--- src/rtl/chunked_add_sequencer.sv ---
// Chunked adder sequencer: performs a WIDTH-bit add by driving one external CHUNK-bit
// parallel adder once per clock, least-significant chunk first. The inter-chunk carry
// lives in carry_q, so the block itself never closes a path from add_cout to add_cin.
module chunked_add_sequencer #(
  parameter  int unsigned CHUNK  = 4,
  parameter  int unsigned NCHUNK = 4,
  localparam int unsigned WIDTH  = CHUNK * NCHUNK
) (
  input  logic             clock,
  input  logic             reset_n,
  // operand source
  input  logic             in_valid,
  output logic             in_ready,
  input  logic [WIDTH-1:0] a,
  input  logic [WIDTH-1:0] b,
  input  logic             cin,
  // result sink
  output logic             out_valid,
  input  logic             out_ready,
  output logic [WIDTH-1:0] sum,
  output logic             cout,
  output logic             busy,
  // external narrow adder
  output logic [CHUNK-1:0] add_a,
  output logic [CHUNK-1:0] add_b,
  output logic             add_cin,
  input  logic [CHUNK-1:0] add_sum,
  input  logic             add_cout
);

  localparam int unsigned IdxW = (NCHUNK > 1) ? $clog2(NCHUNK) : 1;
  localparam logic [IdxW-1:0] IdxLast = IdxW'(NCHUNK - 1);

  typedef enum logic [1:0] {
    StIdle,
    StRun,
    StDone
  } state_e;

  state_e           state_q, state_d;
  logic [IdxW-1:0]  idx_q, idx_d;
  logic             carry_q, carry_d;
  logic [WIDTH-1:0] a_q, a_d;
  logic [WIDTH-1:0] b_q, b_d;
  logic [WIDTH-1:0] sum_q, sum_d;
  logic             cout_q, cout_d;
  logic             out_valid_q, out_valid_d;

  // Status outputs decode directly from the state register.
  assign in_ready  = (state_q == StIdle);
  assign busy      = (state_q != StIdle);
  assign out_valid = out_valid_q;
  assign sum       = sum_q;
  assign cout      = cout_q;

  // Select the current chunk of the latched operands for the adder; quiet outside RUN.
  always_comb begin
    add_a   = '0;
    add_b   = '0;
    add_cin = 1'b0;
    if (state_q == StRun) begin
      for (int unsigned i = 0; i < NCHUNK; i++) begin
        if (idx_q == IdxW'(i)) begin
          add_a = a_q[i*CHUNK +: CHUNK];
          add_b = b_q[i*CHUNK +: CHUNK];
        end
      end
      add_cin = carry_q;
    end
  end

  // Next-state: accept operands, step through chunks, then hold the result until taken.
  always_comb begin
    state_d     = state_q;
    idx_d       = idx_q;
    carry_d     = carry_q;
    a_d         = a_q;
    b_d         = b_q;
    sum_d       = sum_q;
    cout_d      = cout_q;
    out_valid_d = out_valid_q;
    unique case (state_q)
      StIdle: begin
        if (in_valid) begin
          a_d     = a;
          b_d     = b;
          carry_d = cin;
          idx_d   = '0;
          sum_d   = '0;
          state_d = StRun;
        end
      end
      StRun: begin
        for (int unsigned i = 0; i < NCHUNK; i++) begin
          if (idx_q == IdxW'(i)) begin
            sum_d[i*CHUNK +: CHUNK] = add_sum;
          end
        end
        carry_d = add_cout;
        if (idx_q == IdxLast) begin
          cout_d      = add_cout;
          idx_d       = '0;
          out_valid_d = 1'b1;
          state_d     = StDone;
        end else begin
          idx_d = idx_q + 1'b1;
        end
      end
      StDone: begin
        if (out_ready) begin
          out_valid_d = 1'b0;
          state_d     = StIdle;
        end
      end
      default: begin
        out_valid_d = 1'b0;
        state_d     = StIdle;
      end
    endcase
  end

  // State register; async reset aborts any operation in flight and clears the result.
  always_ff @(posedge clock or negedge reset_n) begin
    if (!reset_n) begin
      state_q     <= StIdle;
      idx_q       <= '0;
      carry_q     <= 1'b0;
      a_q         <= '0;
      b_q         <= '0;
      sum_q       <= '0;
      cout_q      <= 1'b0;
      out_valid_q <= 1'b0;
    end else begin
      state_q     <= state_d;
      idx_q       <= idx_d;
      carry_q     <= carry_d;
      a_q         <= a_d;
      b_q         <= b_d;
      sum_q       <= sum_d;
      cout_q      <= cout_d;
      out_valid_q <= out_valid_d;
    end
  end

endmodule

--- config.mk ---
export PLATFORM = sky130hd
export DESIGN_NAME = chunked_add_sequencer
export DESIGN_NICKNAME = d
export VERILOG_FILES = /design/src/rtl/chunked_add_sequencer.sv
export SDC_FILE = /design/constraint.sdc
export NUM_CORES = 1
export LEC_CHECK = 0
export CAP_MARGIN = 40
export CELL_PAD_IN_SITES_DETAIL_PLACEMENT = 0
export CELL_PAD_IN_SITES_GLOBAL_PLACEMENT = 1
export CORE_MARGIN = 3
export CORE_UTILIZATION = 36
export DETAILED_ROUTE_END_ITERATION = 16
export PLACE_DENSITY = 0.87
export SYNTH_ARGS = -nofsm -noshare
export SYNTH_HDL_FRONTEND = slang
export SYNTH_SLANG_ARGS = --single-unit
export TNS_END_PERCENT = 10
--- constraint.sdc ---
create_clock -name clock -period 2.2 [get_ports clock]
set_input_delay 0.44 -clock clock [delete_from_list [all_inputs] [get_ports clock]]
set_output_delay 0.44 -clock clock [all_outputs]
set_load 0.01 [all_outputs]
==> results of run 1 <==
## what timing repair did
action	in CTS	in global routing
setup endpoints to repair	9	9
cloned	1	0
gates resized for setup	53	11
pin swaps	8	1
## metrics by stage
step,setup slack (ps),area (um^2)
after floorplan,272,2540
final,-72.2,3660
after CTS,-63.6,3620
after global placement,-169,3460
after detailed placement,-222,3460
after global routing,-164,3660
## per-layer routing
layer	GRT usage	vias to the layer above	wire length [um]
li1	-	1048	-
met4	0.0459	0	73
met3	0.0385	7	306
met1	0.215	1062	2880
met2	0.272	52	3100
met5	0	-	0
## cell type report
class                      count  area (um^2)
clock buffer                   5         68.8
clock inverter                 3         43.8
fill                         659         3170
inverter                       3         11.3
multi-input combinational    177         1130
sequential                    55         1380
tap                           96          120
timing repair buffer         100          917
## cell families (layout without fill, tap and decap cells)
family,Yosys count,in the layout,synth area share
simple gates,128,128,0.211
flops,55,55,0.541
compound gates,44,44,0.166
buf+inv,23,111,0.0580
fa+ha+maj,4,4,0.0197
mux,1,1,0.00443
## path summary, 6_finish.rpt
check / startpoint / endpoint / slack (ps) / cells past startpoint
min in group clock: a_q[11]$_DFFE_PN0P_ / a_q[11]$_DFFE_PN0P_ / 480 / 2
min: reset_n / carry_q$_DFFE_PN0P_ / 190 / 1
min reg2reg: a_q[11]$_DFFE_PN0P_ / a_q[11]$_DFFE_PN0P_ / 480 / 2
max: idx_q[0]$_DFFE_PN0P_ / add_a[0] / -70 / 7
max in group asynchronous: reset_n / idx_q[0]$_DFFE_PN0P_ / 1350 / 2
max reg2reg: state_q[0]$_DFFE_PN0P_ / sum[12]$_DFFE_PN0P_ / 510 / 4
## synthesized netlist by cell type (all sizes together)
cell / number / share of area
nand3: 9 / 0.018
mux2: 1 / 0.0044
inv: 3 / 0.0044
and2: 1 / 0.0025
o41ai: 7 / 0.045
clkbuf: 3 / 0.0044
buf: 17 / 0.049
nand2: 101 / 0.15
a221oi: 7 / 0.024
nor2: 1 / 0.0015
or3b: 1 / 0.0034
o31ai: 2 / 0.0059
nand2b: 2 / 0.0049
dfrtp: 55 / 0.54
a21oi: 6 / 0.013
or2: 1 / 0.0025
nor2b: 10 / 0.025
o21ai: 4 / 0.0079
nor3b: 1 / 0.0030
a32o: 17 / 0.067
nor3: 1 / 0.0020
ha: 4 / 0.020
a22oi: 1 / 0.0030
## power groups by stage
stage	Combinational, uW	Sequential, uW	Clock (uW)
finish	2790	1730	674
global route	3080	1780	730
CTS	2750	1720	690
detailed placement	2690	1720	0
global placement	2620	1700	0
floorplan	1500	1730	0
## flip-flops by register name, summed over array words and instances, names as in the netlist
name       flops
a_q           16
carry_q        1
idx_q          2
out_valid      1
cout           1
state_q        2
sum           16
b_q           16
==> metrics.cfg, run 1 <==
[layout]
final_cell_mix=nand2_1 (101), clkdlybuf4s50_1 (59), dfrtp_1 (55)
final_util=0.536
nNetsFinal=388
final_common_cell=nand2_1
diodes=0
area_delta_synth_final_pct=44.1
drive_gt1_frac=0.219
finalNonFillerCells=439

[route]
routed_wl_um=6360
detail_route.vias_per_cell=4.94
drtIter0Drc=67
routedWlPerCell_um=14.5
ant_nets=0
vias=2169
drt_pass1_iterations=4
detail_route.drc_violations=0

[sta]
worst_pin_slew_ps=762
finalClockSkew_ps=7.06
fin_crit_sh=1.03
fin_crit_ps=2270
fmax_mhz=440
slew_headroom=0.492
slew_viol_final=0
setup_viol=7
timing.final.ws_setup_ps=-72.2
hold_slack_ps=189
rsz0062_at_grt=true
fin_setup_tns_ps=-290
finalHoldViolCount=0

[pwr]
pwr-share-comb=0.537
p_sw_uw=2030
pwr-share-seq=0.333
vdd_ir_drop_max_mv=0.590
pwr-share-clk=0.130
p_leak_uw=0.00174
power.share.switching=0.390
pwr_density_cell_nw_per_um2=1420
p_int_uw=3170
report.power.total_uw=5200

[worst_setup_path]
cp-end-kind=output pin
cp_slowest_cell=dfrtp_1
cp.arrival_ps=1830
critPathKind=reg -> out
max_stage_delay_ps=410
required_ps=1760
path_cells=inv_2 -> buf_4 -> ha_4 -> buf_6 -> nor2b_1 -> o41ai_2 -> buf_2
crit_buf_inv=4
start_kind=register
worst-path-max-fanout=7
cp_top_family=buffers and inverters

[place]
placed_cells=430
io_buffers=70
dp_hpwl_um=4670
place.gp.congestion=0.769

[flow_run]
drv_cap=0

[clocking]
cts.sinks=55
insertion_delay_ps=310
ctsHtreeMaxLevel=2
hold_buffers=0
clk_pin_slew_ps=100
cts_buffers=5
ctsRootBufferMaster=clkbuf_8
cts_setup_buffers=0
cts_tree=built
clock_path_buffers=2

[logic_synthesis]
synth-seq-area-share=0.541
ys_ff_latch=55
avgSynthCellArea_um2=9.98
syn-num-nets=301
netlist_instances=255
yosysUniqueCellTypes=26
yosys_warnings=0
syn_area_um2=2540

[floorplanning]
num_rows=30
dieArea_um2=8110
die_w_um=90.1
start_util=0.372
core_region_area_um2=6830
die_height_um=90.1
ios=71

[global_route]
grt_max_degree=35
overflow=0
grt_usage=0.164
grt_pass1_vias=2253
grt_first_pass_wirelength_um=10800
antenna_found_initial=0

[hold_path]
hold_class=in -> async

[status]
failed_checks=negative setup slack
status=finished with violations

No activity file was read; power rests on OpenSTA's default activity.
==> run 2, diff against run 1 <==
- CAP_MARGIN: 40 -> default
==> results of run 2 <==
The final DEF is identical to that of run 1; final timing and power are the same.
==> run 3, diff against run 2 <==
- GPL_TIMING_DRIVEN: default -> 0
==> metrics.cfg, run 3 (synthesis results as in run 1) <==
[floorplanning]
start_util=0.372
dieArea_um2=8110
num_rows=30
die_w_um=90.1
ios=71
core_region_area_um2=6830
die_height_um=90.1

[sta]
rsz0062_at_grt=true
hold_slack_ps=146
fin_crit_sh=1.05
timing.final.ws_setup_ps=-113
fin_setup_tns_ps=-396
slew_viol_final=0
finalClockSkew_ps=10.5
slew_headroom=0.574
worst_pin_slew_ps=639
fin_crit_ps=2310
fmax_mhz=432
finalHoldViolCount=0
setup_viol=8

[worst_setup_path]
required_ps=1760
start_kind=register
r2r_cells=6
cp.arrival_ps=1870
critPathKind=reg -> out
cp-end-kind=output pin
worst-path-max-fanout=7

[layout]
final_cell_mix=nand2_1 (101), clkdlybuf4s50_1 (59), dfrtp_1 (53)
diodes=0
drive_gt1_frac=0.184
nNetsFinal=387
area_delta_synth_final_pct=40.5
final_common_cell=nand2_1
final_util=0.523
finalNonFillerCells=438

[clocking]
ctsRootBufferMaster=clkbuf_8
ctsHtreeMaxLevel=2
cts_tree=built
hold_buffers=0
clk_pin_slew_ps=100
cts.sinks=55
clock_path_buffers=2
insertion_delay_ps=300
cts_buffers=5

[hold_path]
hold_class=in -> async

[global_route]
use_met3=0.0385
grt_first_pass_wirelength_um=10500
grt_busiest_layer=met2
grt_usage=0.159
antenna_found_initial=0
use_met1=0.206
grt_max_degree=29
use_met2=0.266
grt_pass1_vias=2104
overflow=0

[pwr]
pwr-share-clk=0.109
pwr_density_cell_nw_per_um2=1390
p_sw_uw=1980
p_leak_uw=0.00169
pwr-share-comb=0.545
report.power.total_uw=4960
power.share.switching=0.399
pwr-share-seq=0.345
p_int_uw=2980
vdd_ir_drop_max_mv=0.459

[place]
placed_cells=422
io_buffers=70
dp_hpwl_um=4730
place.gp.congestion=0.808

[status]
status=finished with violations
failed_checks=negative setup slack

[route]
routedWlPerCell_um=15.0
detail_route.drc_violations=0
drtIter0Drc=111
vias=2149
drt_pass1_iterations=4
detail_route.vias_per_cell=4.91
routed_wl_um=6560
ant_nets=0

[flow_run]
drv_cap=0

-- run 3: power groups by stage --
stage / logic [uW] / registers, uW / clock network (uW)
floorplan: 1500 / 1730 / 0
global placement: 2470 / 1730 / 0
detailed placement: 2530 / 1750 / 0
CTS: 2580 / 1710 / 550
global route: 2960 / 1770 / 591
finish: 2700 / 1710 / 543
-- run 3: worst max-delay path, cell delays in order (launching register included) --
cell	delay (ps)
dfrtp_1	420
buf_6	140
ha_4	170
nor2b_4	110
buf_6	140
a221oi_2	70
o41ai_2	320
buf_2	190
-- run 3: timing repair --
action                                  4_1_cts  5_1_grt
resized for setup                            48       15
pin swaps                                     7        2
endpoints found under the setup margin        9       10
buffers inserted                              4        4
-- run 3: path summary, 6_finish.rpt --
check / slack [ps] / end / from
max: -110 / add_b[3] / idx_q[0]$_DFFE_PN0P_
min: 150 / state_q[1]$_DFFE_PN0P_ / reset_n
max reg2reg: 650 / b_q[1]$_DFFE_PN0P_ / state_q[1]$_DFFE_PN0P_
min reg2reg: 490 / b_q[12]$_DFFE_PN0P_ / b_q[12]$_DFFE_PN0P_
max in group asynchronous: 1470 / state_q[0]$_DFFE_PN0P_ / reset_n
min in group clock: 490 / b_q[12]$_DFFE_PN0P_ / b_q[12]$_DFFE_PN0P_
-- run 3: stage by stage --
stage / cell area, um^2 / setup WS [ps]
floorplan: 2540 / 272
global placement: 3360 / -927
detailed placement: 3380 / -521
CTS: 3500 / -178
global route: 3570 / -198
finish: 3570 / -113
-- run 3: final cells by class --
cell class | instances | area (um^2)
plain buffers | 20 | 164
flip-flops and latches | 55 | 1380
well taps | 96 | 120
clock buffers | 7 | 76.3
multi-input cells | 177 | 1080
fillers | 662 | 3260
clock inverters | 1 | 5.00
inverters | 3 | 11.3
repair buffers | 79 | 742
-- run 3: layer usage --
layer / wire length (um) / vias up
met5: 0 / -
met4: 51 / 0
met3: 368 / 4
met2: 3280 / 66
met1: 2870 / 1029
li1: - / 1050
